### src/rtl/ram2_rd_pkg.sv
// ---------------------------------------------------------------------------
// ram2_rd_pkg : shared types and helpers for the ram2 frame reader
// Revision    : 1.0
// ---------------------------------------------------------------------------
`default_nettype none

package ram2_rd_pkg;

  typedef enum logic [1:0] {
    IDLE  = 2'd0,
    READ  = 2'd1,
    DRAIN = 2'd2
  } state_t;

  // One spare skid slot beyond the read latency keeps reads flowing at full rate.
  localparam int unsigned SKID_EXTRA = 1;

  function automatic int unsigned LAT(input int unsigned out_reg);
    return 1 + out_reg;
  endfunction

  function automatic int unsigned SKID_DEPTH(input int unsigned out_reg);
    return LAT(out_reg) + SKID_EXTRA;
  endfunction

endpackage

`default_nettype wire

### src/rtl/ram2_rd_skid_fifo.sv
// ---------------------------------------------------------------------------
// ram2_rd_skid_fifo : small register FIFO absorbing in-flight ram2 reads
// Revision          : 1.0
// ---------------------------------------------------------------------------
`default_nettype none

module ram2_rd_skid_fifo #(
  parameter int unsigned DEPTH      = 2,
  parameter int unsigned DATA_WIDTH = 32,
  parameter int unsigned OCC_W      = $clog2(DEPTH + 1)
) (
  input  logic                  rd_clk_tb,
  input  logic                  tb_rst,
  input  logic                  push,
  input  logic [DATA_WIDTH-1:0] push_data,
  input  logic                  pop,
  output logic [DATA_WIDTH-1:0] head,
  output logic                  full,
  output logic                  empty,
  output logic [OCC_W-1:0]      occupancy
);

  localparam int unsigned PTR_W = (DEPTH > 1) ? $clog2(DEPTH) : 1;
  localparam logic [PTR_W-1:0] PTR_LAST = PTR_W'(DEPTH - 1);

  logic [DATA_WIDTH-1:0] mem_q [DEPTH];
  logic [DATA_WIDTH-1:0] mem_d [DEPTH];
  logic [PTR_W-1:0]      wr_ptr_q, wr_ptr_d;
  logic [PTR_W-1:0]      rd_ptr_q, rd_ptr_d;
  logic [OCC_W-1:0]      occ_q, occ_d;

  function automatic logic [PTR_W-1:0] ptr_inc(input logic [PTR_W-1:0] p);
    return (p == PTR_LAST) ? '0 : p + 1'b1;
  endfunction

  always_comb begin
    mem_d    = mem_q;
    wr_ptr_d = wr_ptr_q;
    rd_ptr_d = rd_ptr_q;
    occ_d    = occ_q;
    if (push) begin
      mem_d[wr_ptr_q] = push_data;
      wr_ptr_d        = ptr_inc(wr_ptr_q);
    end
    if (pop) begin
      rd_ptr_d = ptr_inc(rd_ptr_q);
    end
    case ({push, pop})
      2'b10:   occ_d = occ_q + 1'b1;
      2'b01:   occ_d = occ_q - 1'b1;
      default: occ_d = occ_q;
    endcase
  end

  always_ff @(posedge rd_clk_tb or posedge tb_rst) begin
    if (tb_rst) begin
      for (int i = 0; i < int'(DEPTH); i++) begin
        mem_q[i] <= '0;
      end
      wr_ptr_q <= '0;
      rd_ptr_q <= '0;
      occ_q    <= '0;
    end else begin
      mem_q    <= mem_d;
      wr_ptr_q <= wr_ptr_d;
      rd_ptr_q <= rd_ptr_d;
      occ_q    <= occ_d;
    end
  end

  assign head      = mem_q[rd_ptr_q];
  assign full      = (occ_q == OCC_W'(DEPTH));
  assign empty     = (occ_q == '0);
  assign occupancy = occ_q;

endmodule

`default_nettype wire

### src/rtl/ram2_frame_reader.sv
// ---------------------------------------------------------------------------
// ram2_frame_reader : sweeps one ram2 frame per write-side toggle into a stream
// Revision          : 1.0
// ---------------------------------------------------------------------------
`default_nettype none

module ram2_frame_reader
  import ram2_rd_pkg::*;
#(
  parameter int unsigned ADDR_WIDTH = 10,
  parameter int unsigned DATA_WIDTH = 32,
  parameter int unsigned OUT_REG    = 0,
  parameter int unsigned FRAME_LEN  = 1024,
  parameter int unsigned BASE_ADDR  = 0
) (
  input  logic                  rd_clk_tb,
  input  logic                  tb_rst,
  input  logic                  frame_tgl,
  output logic [ADDR_WIDTH-1:0] rd_addr,
  input  logic [DATA_WIDTH-1:0] rd_data,
  output logic [DATA_WIDTH-1:0] m_data,
  output logic                  m_valid,
  input  logic                  m_ready,
  output logic                  m_last,
  output logic                  busy,
  output logic                  overrun,
  output logic [15:0]           frame_cnt
);

  localparam int unsigned RD_LAT = LAT(OUT_REG);
  localparam int unsigned D      = SKID_DEPTH(OUT_REG);
  localparam int unsigned CNT_W  = ADDR_WIDTH + 1;
  localparam int unsigned OCC_W  = $clog2(D + 1);
  localparam logic [CNT_W-1:0]      LEN_C  = CNT_W'(FRAME_LEN);
  localparam logic [CNT_W-1:0]      LAST_C = CNT_W'(FRAME_LEN - 1);
  localparam logic [ADDR_WIDTH-1:0] BASE_C = ADDR_WIDTH'(BASE_ADDR);

  logic [2:0]            sync_q, sync_d;
  logic                  frame_req;
  state_t                state_q, state_d;
  logic [ADDR_WIDTH-1:0] rd_addr_q, rd_addr_d;
  logic [CNT_W-1:0]      issue_cnt_q, issue_cnt_d;
  logic [CNT_W-1:0]      beat_cnt_q, beat_cnt_d;
  logic [RD_LAT-1:0]     vld_q, vld_d;
  logic                  overrun_q, overrun_d;
  logic [15:0]           frame_cnt_q, frame_cnt_d;

  logic                  issue;
  logic                  pop;
  logic                  fifo_full;
  logic                  fifo_empty;
  logic [OCC_W-1:0]      fifo_occ;
  logic [DATA_WIDTH-1:0] fifo_head;
  int                    in_flight;

  // Two metastability flops, then a third copy used only for edge detection.
  assign sync_d    = {sync_q[1:0], frame_tgl};
  assign frame_req = sync_q[1] ^ sync_q[2];
  assign pop       = m_valid && m_ready;

  always_comb begin
    state_d     = state_q;
    rd_addr_d   = rd_addr_q;
    issue_cnt_d = issue_cnt_q;
    beat_cnt_d  = beat_cnt_q;
    overrun_d   = overrun_q;
    frame_cnt_d = frame_cnt_q;
    issue       = 1'b0;
    in_flight   = 0;
    for (int i = 0; i < int'(RD_LAT); i++) begin
      in_flight = in_flight + int'(vld_q[i]);
    end

    if (frame_req && (state_q != IDLE)) begin
      overrun_d = 1'b1;
    end
    if (pop) begin
      beat_cnt_d = beat_cnt_q + 1'b1;
    end

    case (state_q)
      IDLE: begin
        if (frame_req) begin
          state_d     = READ;
          issue_cnt_d = '0;
          beat_cnt_d  = '0;
          rd_addr_d   = BASE_C;
        end
      end
      READ: begin
        // A beat leaving this cycle frees its slot, so it counts as a credit.
        issue = (issue_cnt_q < LEN_C) && (!fifo_full || pop) &&
                (int'(fifo_occ) + in_flight < int'(D) + int'(pop));
        if (issue) begin
          rd_addr_d   = rd_addr_q + 1'b1;
          issue_cnt_d = issue_cnt_q + 1'b1;
          if (issue_cnt_q == LAST_C) begin
            state_d = DRAIN;
          end
        end
      end
      DRAIN: begin
        if (pop && (beat_cnt_q == LAST_C)) begin
          state_d     = IDLE;
          frame_cnt_d = frame_cnt_q + 1'b1;
        end
      end
      default: state_d = IDLE;
    endcase

    vld_d    = vld_q << 1;
    vld_d[0] = issue;
  end

  always_ff @(posedge rd_clk_tb or posedge tb_rst) begin
    if (tb_rst) begin
      sync_q      <= '0;
      state_q     <= IDLE;
      rd_addr_q   <= BASE_C;
      issue_cnt_q <= '0;
      beat_cnt_q  <= '0;
      vld_q       <= '0;
      overrun_q   <= 1'b0;
      frame_cnt_q <= '0;
    end else begin
      sync_q      <= sync_d;
      state_q     <= state_d;
      rd_addr_q   <= rd_addr_d;
      issue_cnt_q <= issue_cnt_d;
      beat_cnt_q  <= beat_cnt_d;
      vld_q       <= vld_d;
      overrun_q   <= overrun_d;
      frame_cnt_q <= frame_cnt_d;
    end
  end

  ram2_rd_skid_fifo #(
    .DEPTH      (D),
    .DATA_WIDTH (DATA_WIDTH),
    .OCC_W      (OCC_W)
  ) u_skid (
    .rd_clk_tb (rd_clk_tb),
    .tb_rst    (tb_rst),
    .push      (vld_q[RD_LAT-1]),
    .push_data (rd_data),
    .pop       (pop),
    .head      (fifo_head),
    .full      (fifo_full),
    .empty     (fifo_empty),
    .occupancy (fifo_occ)
  );

  assign rd_addr   = rd_addr_q;
  assign m_valid   = !fifo_empty;
  assign m_data    = fifo_head;
  assign m_last    = m_valid && (beat_cnt_q == LAST_C);
  assign busy      = (state_q != IDLE);
  assign overrun   = overrun_q;
  assign frame_cnt = frame_cnt_q;

endmodule

`default_nettype wire

### config.mk
export PLATFORM = sky130hd
export DESIGN_NAME = ram2_frame_reader
export DESIGN_NICKNAME = d
export VERILOG_FILES = /design/src/rtl/ram2_rd_pkg.sv /design/src/rtl/ram2_rd_skid_fifo.sv /design/src/rtl/ram2_frame_reader.sv
export SDC_FILE = /design/constraint.sdc
export NUM_CORES = 1
export LEC_CHECK = 0
export CAP_MARGIN = 10
export CORE_ASPECT_RATIO = 1.5
export CORE_MARGIN = 2
export CORE_UTILIZATION = 25
export CTS_BUF_LIST = sky130_fd_sc_hd__clkbuf_4 sky130_fd_sc_hd__clkbuf_8
export DETAILED_ROUTE_END_ITERATION = 12
export PLACE_DENSITY = 0.53
export REMOVE_ABC_BUFFERS = 1
export SYNTH_ARGS = -nofsm -noshare
export SYNTH_HDL_FRONTEND = slang
export SYNTH_HIERARCHICAL = 1
export SYNTH_SLANG_ARGS = --single-unit
### constraint.sdc
create_clock -name rd_clk_tb -period 1.9 [get_ports rd_clk_tb]
set_clock_uncertainty 0.1 [all_clocks]
set_input_delay 0.19 -clock rd_clk_tb [delete_from_list [all_inputs] [get_ports rd_clk_tb]]
set_output_delay 0.19 -clock rd_clk_tb [all_outputs]
set_load 0.02 [all_outputs]
==> out/metrics.yaml, run 1 <==
clock_network:
  numCtsBuffers: 17
  clockBufferDepth: 2
  clk_latency_ns: 0.43
  htreeDepth: 4
  cts_tree: "done"
  path_clk_slew_ns: 0.08
  cts-root-buf: "clkbuf_8"
  clock_sinks: 123
grt:
  grt_max_degree: 45
  globalRoute.totalOverflow: 0
  track_usage_pct: 11.8
  grt_first_pass_wirelength_um: 22600
  grt_pass1_vias: 4486
  antenna_found_initial: 0
hold_path:
  hp-class: "in -> reg"
synthesis:
  synth_area_leaders: "dfrtp_1 54%, mux2_2 18%, xnor2_1 3.1%"
  yosysSeqAreaShare_pct: 54.2
  ys_types: 52
  netlist_area_um2: 5680
  syn_inst: 448
  synth_edf_count: 0
  yosysTopAreaCellShare_pct: 54.2
  ys_seq_elements: 123
  avgSynthCellArea_um2: 12.7
  synth_flop_cell: "dfrtp_1"
  async_reset_ff_share_pct: 100
  synth_warnings: 6
  yosysTopAreaCell: "dfrtp_1"
  netlist_top_cells_count: "123 x dfrtp_1, 89 x mux2_2, 22 x nand2_1"
  synth.most_common_cell: "dfrtp_1"
sta:
  max_freq_mhz: 495
  hold_viol_final: 0
  period_share_pct: 106
  min_period_ns: 2.02
  setup_viol: 27
  tightest_slew_ns: 0.373
  slew_headroom_pct: 75.1
  rsz0062_at_grt: "yes"
  slew_violations: 0
  setup_ws_ns: -0.122
  whs_ns: 0.104
cells_and_area:
  diodes: 0
  final_nets: 642
  area_growth_syn_to_layout_pct: 44.8
  stdcell_count: 888
  finish.instance_area_um2: 8220
  fill_cells: 2181
  drive_above_1_share_pct: 43.0
floorplanning:
  die_y_um: 189
  die_w_um: 127
  std_cell_rows: 67
  dieArea_um2: 24000
  core_area_um2: 22300
  start_util_pct: 25.5
  ioPinCount: 98
route:
  via_per_inst: 4.69
  wl_met2_um: 7900
  postRouteWirelength_um: 14000
  dr_total_vias: 4164
  antenna_left: 0
  topRoutingLayerUsed: "met4"
  wl_met1_um: 5500
  dr_wl_met3_um: 443
  drt_iter0_drc: 101
  wl_per_cell_um: 15.8
  route.detailed.drc: 0
  first_pass_iters: 4
worst_setup_path:
  cp_cell_sequence: "ha_2 > ha_4 > nor4b_4 > o221ai_4 > buf_6 > buf_6 > o21ai_0 > a21oi_2"
  cp.arrival_ns: 2.23
  worstSetupPathType: "reg -> reg"
  worstPathRequired_ns: 2.11
  startpoint_type: "register"
  max_stage_delay_ns: 0.38
  crit_path_frequent_cell: "buf_6"
  critPathMaxFanout: 6
  cp_top_family: "compound AO/OA/AOI/OAI gates"
  cp-end-kind: "register"
  worst-path-buf-inv: 2
  worst_path_max_delay_cell: "dfrtp_1"
place:
  place_inst: 840
  port_buffers: 97
  placed_area_um2: 7230
  gp_congestion: 0.751
  dpl.hpwl_um: 9180
power:
  p_leak_uw: 0.00365
  peakVddDrop_mv: 0.624
  power-per-cell-area_nw_per_um2: 932
run:
  maxCapViolations: 0
outcome:
  violations: "negative setup slack"
  status: "complete, but fails checks"
[placed cells by master, fill, tap and decap left out, types with 8 or more instances in the layout]
cell / n
nand3_1: 14
clkbuf_8: 20
dfrtp_1: 120
buf_6: 45
nand4_1: 14
mux2_2: 64
buf_12: 9
xor2_1: 9
mux2_4: 33
xnor2_1: 20
buf_4: 28
and3_1: 8
nor2_1: 13
clkdlybuf4s50_1: 55
a21oi_1: 10
nand2_1: 21
[cell families after synthesis]
group	count (synthesis)	synth area share, %
DFF	123	54.2
and+or+nand+nor	111	11.2
muxes	97	19.8
AOI/OAI and AO/OA	52	5.95
xor gates and xnor gates	29	4.47
buffers and inverters	29	2.91
adders and majority gates	7	1.54
[area by class of cell]
cell class | count | area (um2) | share of cell area [%]
inverter | 11 | 43.8 | 0.533
clock inverter | 11 | 70.1 | 0.852
tap | 276 | 345 | 4.20
timing repair buffer | 150 | 1630 | 19.8
multi-input combinational | 296 | 2770 | 33.7
clock buffer | 21 | 283 | 3.44
sequential | 123 | 3080 | 37.5
[power breakdown]
part | switching, uW | internal, uW
clock | 1060 | 1010
sequential | 141 | 2790
combinational | 1170 | 1490
total | 2370 | 5300
[final timing paths]
kind,startpoint,end,slack (ns),cells past startpoint
worst min register to register,sync_q[0],sync_q[1],0.26,0
worst min-delay path,frame_tgl,sync_q[0],0.10,1
max in group asynchronous,tb_rst,rd_addr[3],0.60,4
worst max register to register,vld_q,rd_addr[7],-0.12,8
worst max-delay path,vld_q,rd_addr[7],-0.12,8
min in group asynchronous,tb_rst,frame_cnt[11],0.56,3
[state kept, by name, indices dropped and copies added (netlist names), 2 cells and up]
| signal | cells |
|---|---|
| u_skid/occupancy | 2 |
| frame_cnt | 16 |
| beat_cnt_q | 11 |
| rd_addr | 10 |
| sync_q | 3 |
| u_skid/mem_q | 64 |
| issue_cnt_q | 11 |
| state_q | 2 |
[per-stage QoR]
| stage | power, uW | TNS (ns) | utilization (%) | worst slack, ns |
|---|---|---|---|---|
| floorplan | 4070 | -13.43 | - | -0.417 |
| CTS | 7520 | -5.24 | 35.5 | -0.202 |
| global placement | 4990 | -4.30 | 32.4 | -0.317 |
| detailed placement | 5020 | -7.05 | 32.4 | -0.484 |
| finish | 7670 | -1.63 | 36.9 | -0.122 |
| global route | 8080 | -4.65 | 36.9 | -0.237 |
[what timing repair did]
item / CTS / global route
pin swaps: 20 / 5
hold endpoints to repair: 21 / 0
hold buffers: 1 / 0
setup endpoints to repair: 68 / 78
setup buffers: 9 / 5
resized for setup: 227 / 91
gates cloned: 5 / 0
[layer usage]
metal  up-vias  GRT usage [%]
met5         -              0
met1      2152           12.6
met4         0           3.97
met2        77           22.5
li1       1925              -
met3        10           2.90
Power figures use the tool's default switching activity.
==> run 2: changes to the inputs <==
Settings changed: SYNTH_HIERARCHICAL 1 to default.
==> out/metrics.yaml, run 2 <==
sta:
  setup_ws_ns: -0.115
  slew_violations: 0
  tightest_slew_ns: 0.429
  hold_viol_final: 0
  rsz0062_at_grt: "yes"
  fin_tns_setup_ns: -1.36
  max_freq_mhz: 496
  setup_viol: 19
  slew_headroom_pct: 71.4
  period_share_pct: 106
  min_period_ns: 2.02
worst_setup_path:
  worstPathRequired_ns: 2.12
  r2r-start: "u_skid.occupancy[0]"
  critPathMaxFanout: 3
  cp.arrival_ns: 2.23
  worstSetupPathType: "reg -> reg"
  startpoint: "u_skid.occupancy[0]"
  cp-end-kind: "register"
  startpoint_type: "register"
route:
  via_per_inst: 4.60
  antenna_left: 0
  first_pass_iters: 4
  route.detailed.drc: 0
  postRouteWirelength_um: 15000
  wl_per_cell_um: 16.3
  drt_iter0_drc: 88
  dr_total_vias: 4240
synthesis:
  netlist_top_cells_count: "123 x dfrtp_1, 99 x mux2_2, 27 x nand2_1"
  avgSynthCellArea_um2: 12.4
  synth_warnings: 0
  yosysSeqAreaShare_pct: 54.2
  yosysTopAreaCell: "dfrtp_1"
  synth_area_leaders: "dfrtp_1 54%, mux2_2 20%, xnor2_1 2.6%"
  synth.most_common_cell: "dfrtp_1"
  ys_types: 49
  synth_edf_count: 0
  syn_inst: 458
  yosysTopAreaCellShare_pct: 54.2
  synth_flop_cell: "dfrtp_1"
  async_reset_ff_share_pct: 100
  ys_seq_elements: 123
  netlist_area_um2: 5680
floorplanning:
  std_cell_rows: 67
  die_y_um: 189
  dieArea_um2: 24000
  core_area_um2: 22300
  start_util_pct: 25.5
  die_w_um: 127
  ioPinCount: 98
power:
  p_comb_share_pct: 51.6
  total_power_uw: 14000
  peakVddDrop_mv: 0.769
  internal-power_uw: 9240
  power_switching_uw: 4800
  netSwitchingFraction_pct: 34.2
  seqPwrFrac_pct: 29.5
  power-per-cell-area_nw_per_um2: 1650
  clkPwrFrac_pct: 19.0
  p_leak_uw: 0.00384
place:
  gp_congestion: 0.754
  port_buffers: 97
  dpl.hpwl_um: 10200
  post-place-ws_ns: -0.437
outcome:
  violations: "negative setup slack"
  status: "complete, but fails checks"
hold_path:
  hp-class: "in -> async"
cells_and_area:
  drive_above_1_share_pct: 44.3
  fin_util_pct: 38.1
  mostFrequentLayoutCells: "122 x dfrtp_1, 77 x mux2_2, 57 x clkdlybuf4s50_1"
  largest_reg_flops: 64
  final_nets: 675
  diodes: 0
  top_register: "u_skid.mem_q"
  area_growth_syn_to_layout_pct: 49.5
  mostFrequentLayoutCell: "dfrtp_1"
grt:
  globalRoute.totalOverflow: 0
  antenna_found_initial: 0
  track_usage_pct: 13.0
  grt_first_pass_wirelength_um: 24700
  grt_pass1_vias: 4743
  grt_max_degree: 37
clock_network:
  clock_sinks: 123
  numCtsBuffers: 17
  clockBufferDepth: 2
  cts-root-buf: "clkbuf_8"
  cts_tree: "done"
  htreeDepth: 4
  path_clk_slew_ns: 0.07
  clk_latency_ns: 0.44
  hold_buffers: 0
run:
  maxCapViolations: 0
[run 2: cell count changes in the layout (fill, tap and decap cells not counted), moves of 5 or more]
cell       before  now
mux2i_1         0    6
nand2_1        21   26
a221o_1         0    5
a21oi_1        10    5
nor3_1          1    8
nand3_2         7    1
buf_4          28   54
a21oi_2         6    0
mux2_2         64   77
nand3_1        14   23
nand4_1        14    7
mux2_4         33   22
bufinv_16       0    5
[run 2: through the flow]
stage	std cells	hold WS, ns	area (um2)
2_1_floorplan	438	0.121	5590
3_3_place_gp	873	0.246	7450
3_5_place_dp	873	0.242	7450
4_1_cts	917	0.00567	8210
5_1_grt	922	0.0236	8500
6_report	922	0.0288	8500
[run 2: cell families after synthesis]
logic type / count (synthesis) / share of synthesized area, %
xor gates and xnor gates: 30 / 4.62
AOI/OAI and AO/OA: 35 / 4.14
muxes: 106 / 20.8
buffers and inverters: 28 / 2.22
adders and majority gates: 6 / 1.32
and+or+nand+nor: 130 / 12.7
DFF: 123 / 54.2
[run 2: path summary, 6_finish.rpt]
| check | endpoint | slack (ns) | cells past startpoint |
|---|---|---|---|
| worst max-delay path | rd_addr[8] | -0.12 | 5 |
| worst min-delay path | frame_cnt[0] | 0.03 | 2 |
| worst max register to register | rd_addr[8] | -0.12 | 5 |
| worst min register to register | sync_q[1] | 0.26 | 0 |
| max in group asynchronous | u_skid.rd_ptr_q | 1.11 | 3 |
| min in group rd_clk_tb | sync_q[0] | 0.09 | 1 |
[run 2: final cells by class]
type | instances | area, um2
fill | 2150 | 13800
sequential | 123 | 3080
multi-input combinational | 307 | 2790
timing repair buffer | 176 | 1790
tap | 276 | 345
clock buffer | 21 | 264
clock inverter | 11 | 194
inverter | 8 | 35.0
[run 2: power groups by stage]
stage / clock network, uW / registers, uW / logic [uW]
finish: 2660 / 4140 / 7230
floorplan: 0 / 4190 / 3360
global placement: 0 / 4060 / 6040
CTS: 2770 / 4110 / 6650
detailed placement: 0 / 4140 / 6130
global route: 2870 / 4250 / 7720
[run 2: worst max-delay path: stages (launching register included)]
cell,delay [ns]
dfrtp_1,0.40
ha_2,0.20
ha_4,0.16
or4_4,0.46
or4_4,0.44
mux2i_1,0.14
[run 2: repair_timing]
| action | 4_1_cts | 5_1_grt |
|---|---|---|
| gates cloned | 3 | 0 |
| gates resized for setup | 218 | 76 |
| buffers inserted | 9 | 9 |
| pin swaps | 22 | 15 |
| setup endpoints to repair | 64 | 65 |
[run 2: routing by layer]
| metal | wire (um) | global-route usage (%) | vias up |
|---|---|---|---|
| li1 | - | - | 2006 |
| met1 | 6270 | 14.9 | 2104 |
| met2 | 7890 | 23.6 | 109 |
| met5 | 0 | 0 | - |
| met3 | 639 | 2.98 | 21 |
| met4 | 221 | 4.27 | 0 |
==> run 3: changes to the inputs <==
Settings changed: PLACE_DENSITY 0.53 to default.
==> out/metrics.yaml, run 3 (same netlist as run 2, synthesis figures left out) <==
outcome:
  status: "complete, but fails checks"
  violations: "negative setup slack"
cells_and_area:
  seq_area_um2: 3080
  multi_input_area_um2: 2760
  finish.instance_area_um2: 8310
  mostFrequentLayoutCell: "dfrtp_1"
  fill_cells: 2155
  top_register: "u_skid.mem_q"
  diodes: 0
  stdcell_count: 922
  mostFrequentLayoutCells: "120 x dfrtp_1, 84 x mux2_2, 66 x buf_4"
  final_nets: 675
  largest_reg_flops: 64
  drive_above_1_share_pct: 43.3
  fin_util_pct: 37.3
  area_growth_syn_to_layout_pct: 46.2
floorplanning:
  start_util_pct: 25.5
  die_w_um: 127
  dieArea_um2: 24000
  ioPinCount: 98
  die_y_um: 189
  std_cell_rows: 67
  core_area_um2: 22300
worst_setup_path:
  crit_path_frequent_cell: "or4_4"
  critPathMaxFanout: 4
  startpoint_type: "register"
  cp-end-kind: "register"
  worst-path-buf-inv: 0
  max_stage_delay_ns: 0.54
  worstPathRequired_ns: 2.14
  cp_top_family: "simple AND/OR/NAND/NOR gates"
  cp_cell_sequence: "or2b_4 > or4_4 > or4_4 > mux2i_1"
  worstSetupPathType: "reg -> reg"
  cp.arrival_ns: 2.22
  worst_path_max_delay_cell: "or4_4"
grt:
  grt_pass1_vias: 4778
  globalRoute.totalOverflow: 0
  grt_first_pass_wirelength_um: 23500
  grt_max_degree: 37
  antenna_found_initial: 0
  track_usage_pct: 12.4
route:
  antenna_left: 0
  route.detailed.drc: 0
  postRouteWirelength_um: 14600
  first_pass_iters: 4
  via_per_inst: 4.69
  wl_per_cell_um: 15.8
  drt_iter0_drc: 147
  dr_total_vias: 4325
clock_network:
  htreeDepth: 4
  clk_latency_ns: 0.45
  numCtsBuffers: 17
  cts-root-buf: "clkbuf_8"
  path_clk_slew_ns: 0.10
  cts_tree: "done"
  clockBufferDepth: 2
  clock_sinks: 123
place:
  dpl.hpwl_um: 9650
  place_inst: 875
  port_buffers: 97
  placed_area_um2: 7450
  gp_congestion: 0.790
hold_path:
  hp-class: "in -> reg"
run:
  maxCapViolations: 0
sta:
  rsz0062_at_grt: "yes"
  min_period_ns: 1.99
  max_freq_mhz: 503
  slew_headroom_pct: 70.9
  slew_violations: 0
  setup_ws_ns: -0.0871
  period_share_pct: 105
  fin_tns_setup_ns: -0.444
  hold_viol_final: 0
  setup_viol: 22
  tightest_slew_ns: 0.436
power:
  power-per-cell-area_nw_per_um2: 1590
  total_power_uw: 13200
  peakVddDrop_mv: 0.816
  p_leak_uw: 0.00374
==> run 3: cell types whose count changed in the layout (fill, tap and decap cells not counted), moves of 4 or more <==
cell | before | now
buf_6 | 45 | 28
buf_4 | 54 | 66
mux2_2 | 77 | 84
mux2_4 | 22 | 15
buf_2 | 4 | 9
clkbuf_4 | 4 | 0
inv_6 | 0 | 4
==> run 3: final cells by class <==
cell class	instances	share of cell area, %
clock inverters	15	2.00
clock buffers	17	2.82
repair buffers	176	20.3
well taps	276	4.16
multi-input cells	307	33.2
flip-flops and latches	123	37.1
inverters	8	0.422
==> run 3: stage by stage <==
stage               setup slack (ns)  hold WS, ns
floorplan                      -1.66        0.121
detailed placement            -0.410        0.243
CTS                           -0.215       0.0326
global placement              -0.416        0.241
global route                  -0.180       0.0416
finish                       -0.0871       0.0671
==> run 3: report_power, final <==
part / internal, uW / switching, uW
clock: 1190 / 1170
combinational: 3690 / 3040
sequential: 3570 / 572
total: 8440 / 4780
==> run 3: final timing paths <==
path	start	to	slack, ns	depth (start not counted)
setup / recovery	state_q[1]	rd_addr[8]	-0.09	4
max in group asynchronous	tb_rst	u_skid.mem_q[35]	0.60	4
setup reg to reg	state_q[1]	rd_addr[8]	-0.09	4
min in group asynchronous	tb_rst	overrun	0.56	3
hold / removal	frame_tgl	sync_q[0]	0.07	1
hold reg to reg	sync_q[0]	sync_q[1]	0.26	0
==> run 3: metal layers <==
metal  track usage [%]  part of all wire [%]  vias to the layer above
met5                 0                     0                        -
met4              5.75                   2.5                        0
met3              3.41                   3.8                       25
met2              22.2                    53                      107
met1              13.6                    41                     2181
li1                  -                     -                     2012
==> run 3: worst register-to-register path: stages, from the launching register on <==
cell and delay [ns]:
dfrtp_1 0.39, or2b_4 0.28, or4_4 0.54, or4_4 0.43, mux2i_1 0.13
==> run 3: timing repair <==
item	4_1_cts	5_1_grt
hold buffers	1	0
setup endpoints to repair	65	70
gates resized for setup	178	84
gates cloned	1	1
pin swaps	15	16
buffers inserted	5	8
endpoints found under the hold margin	22	0
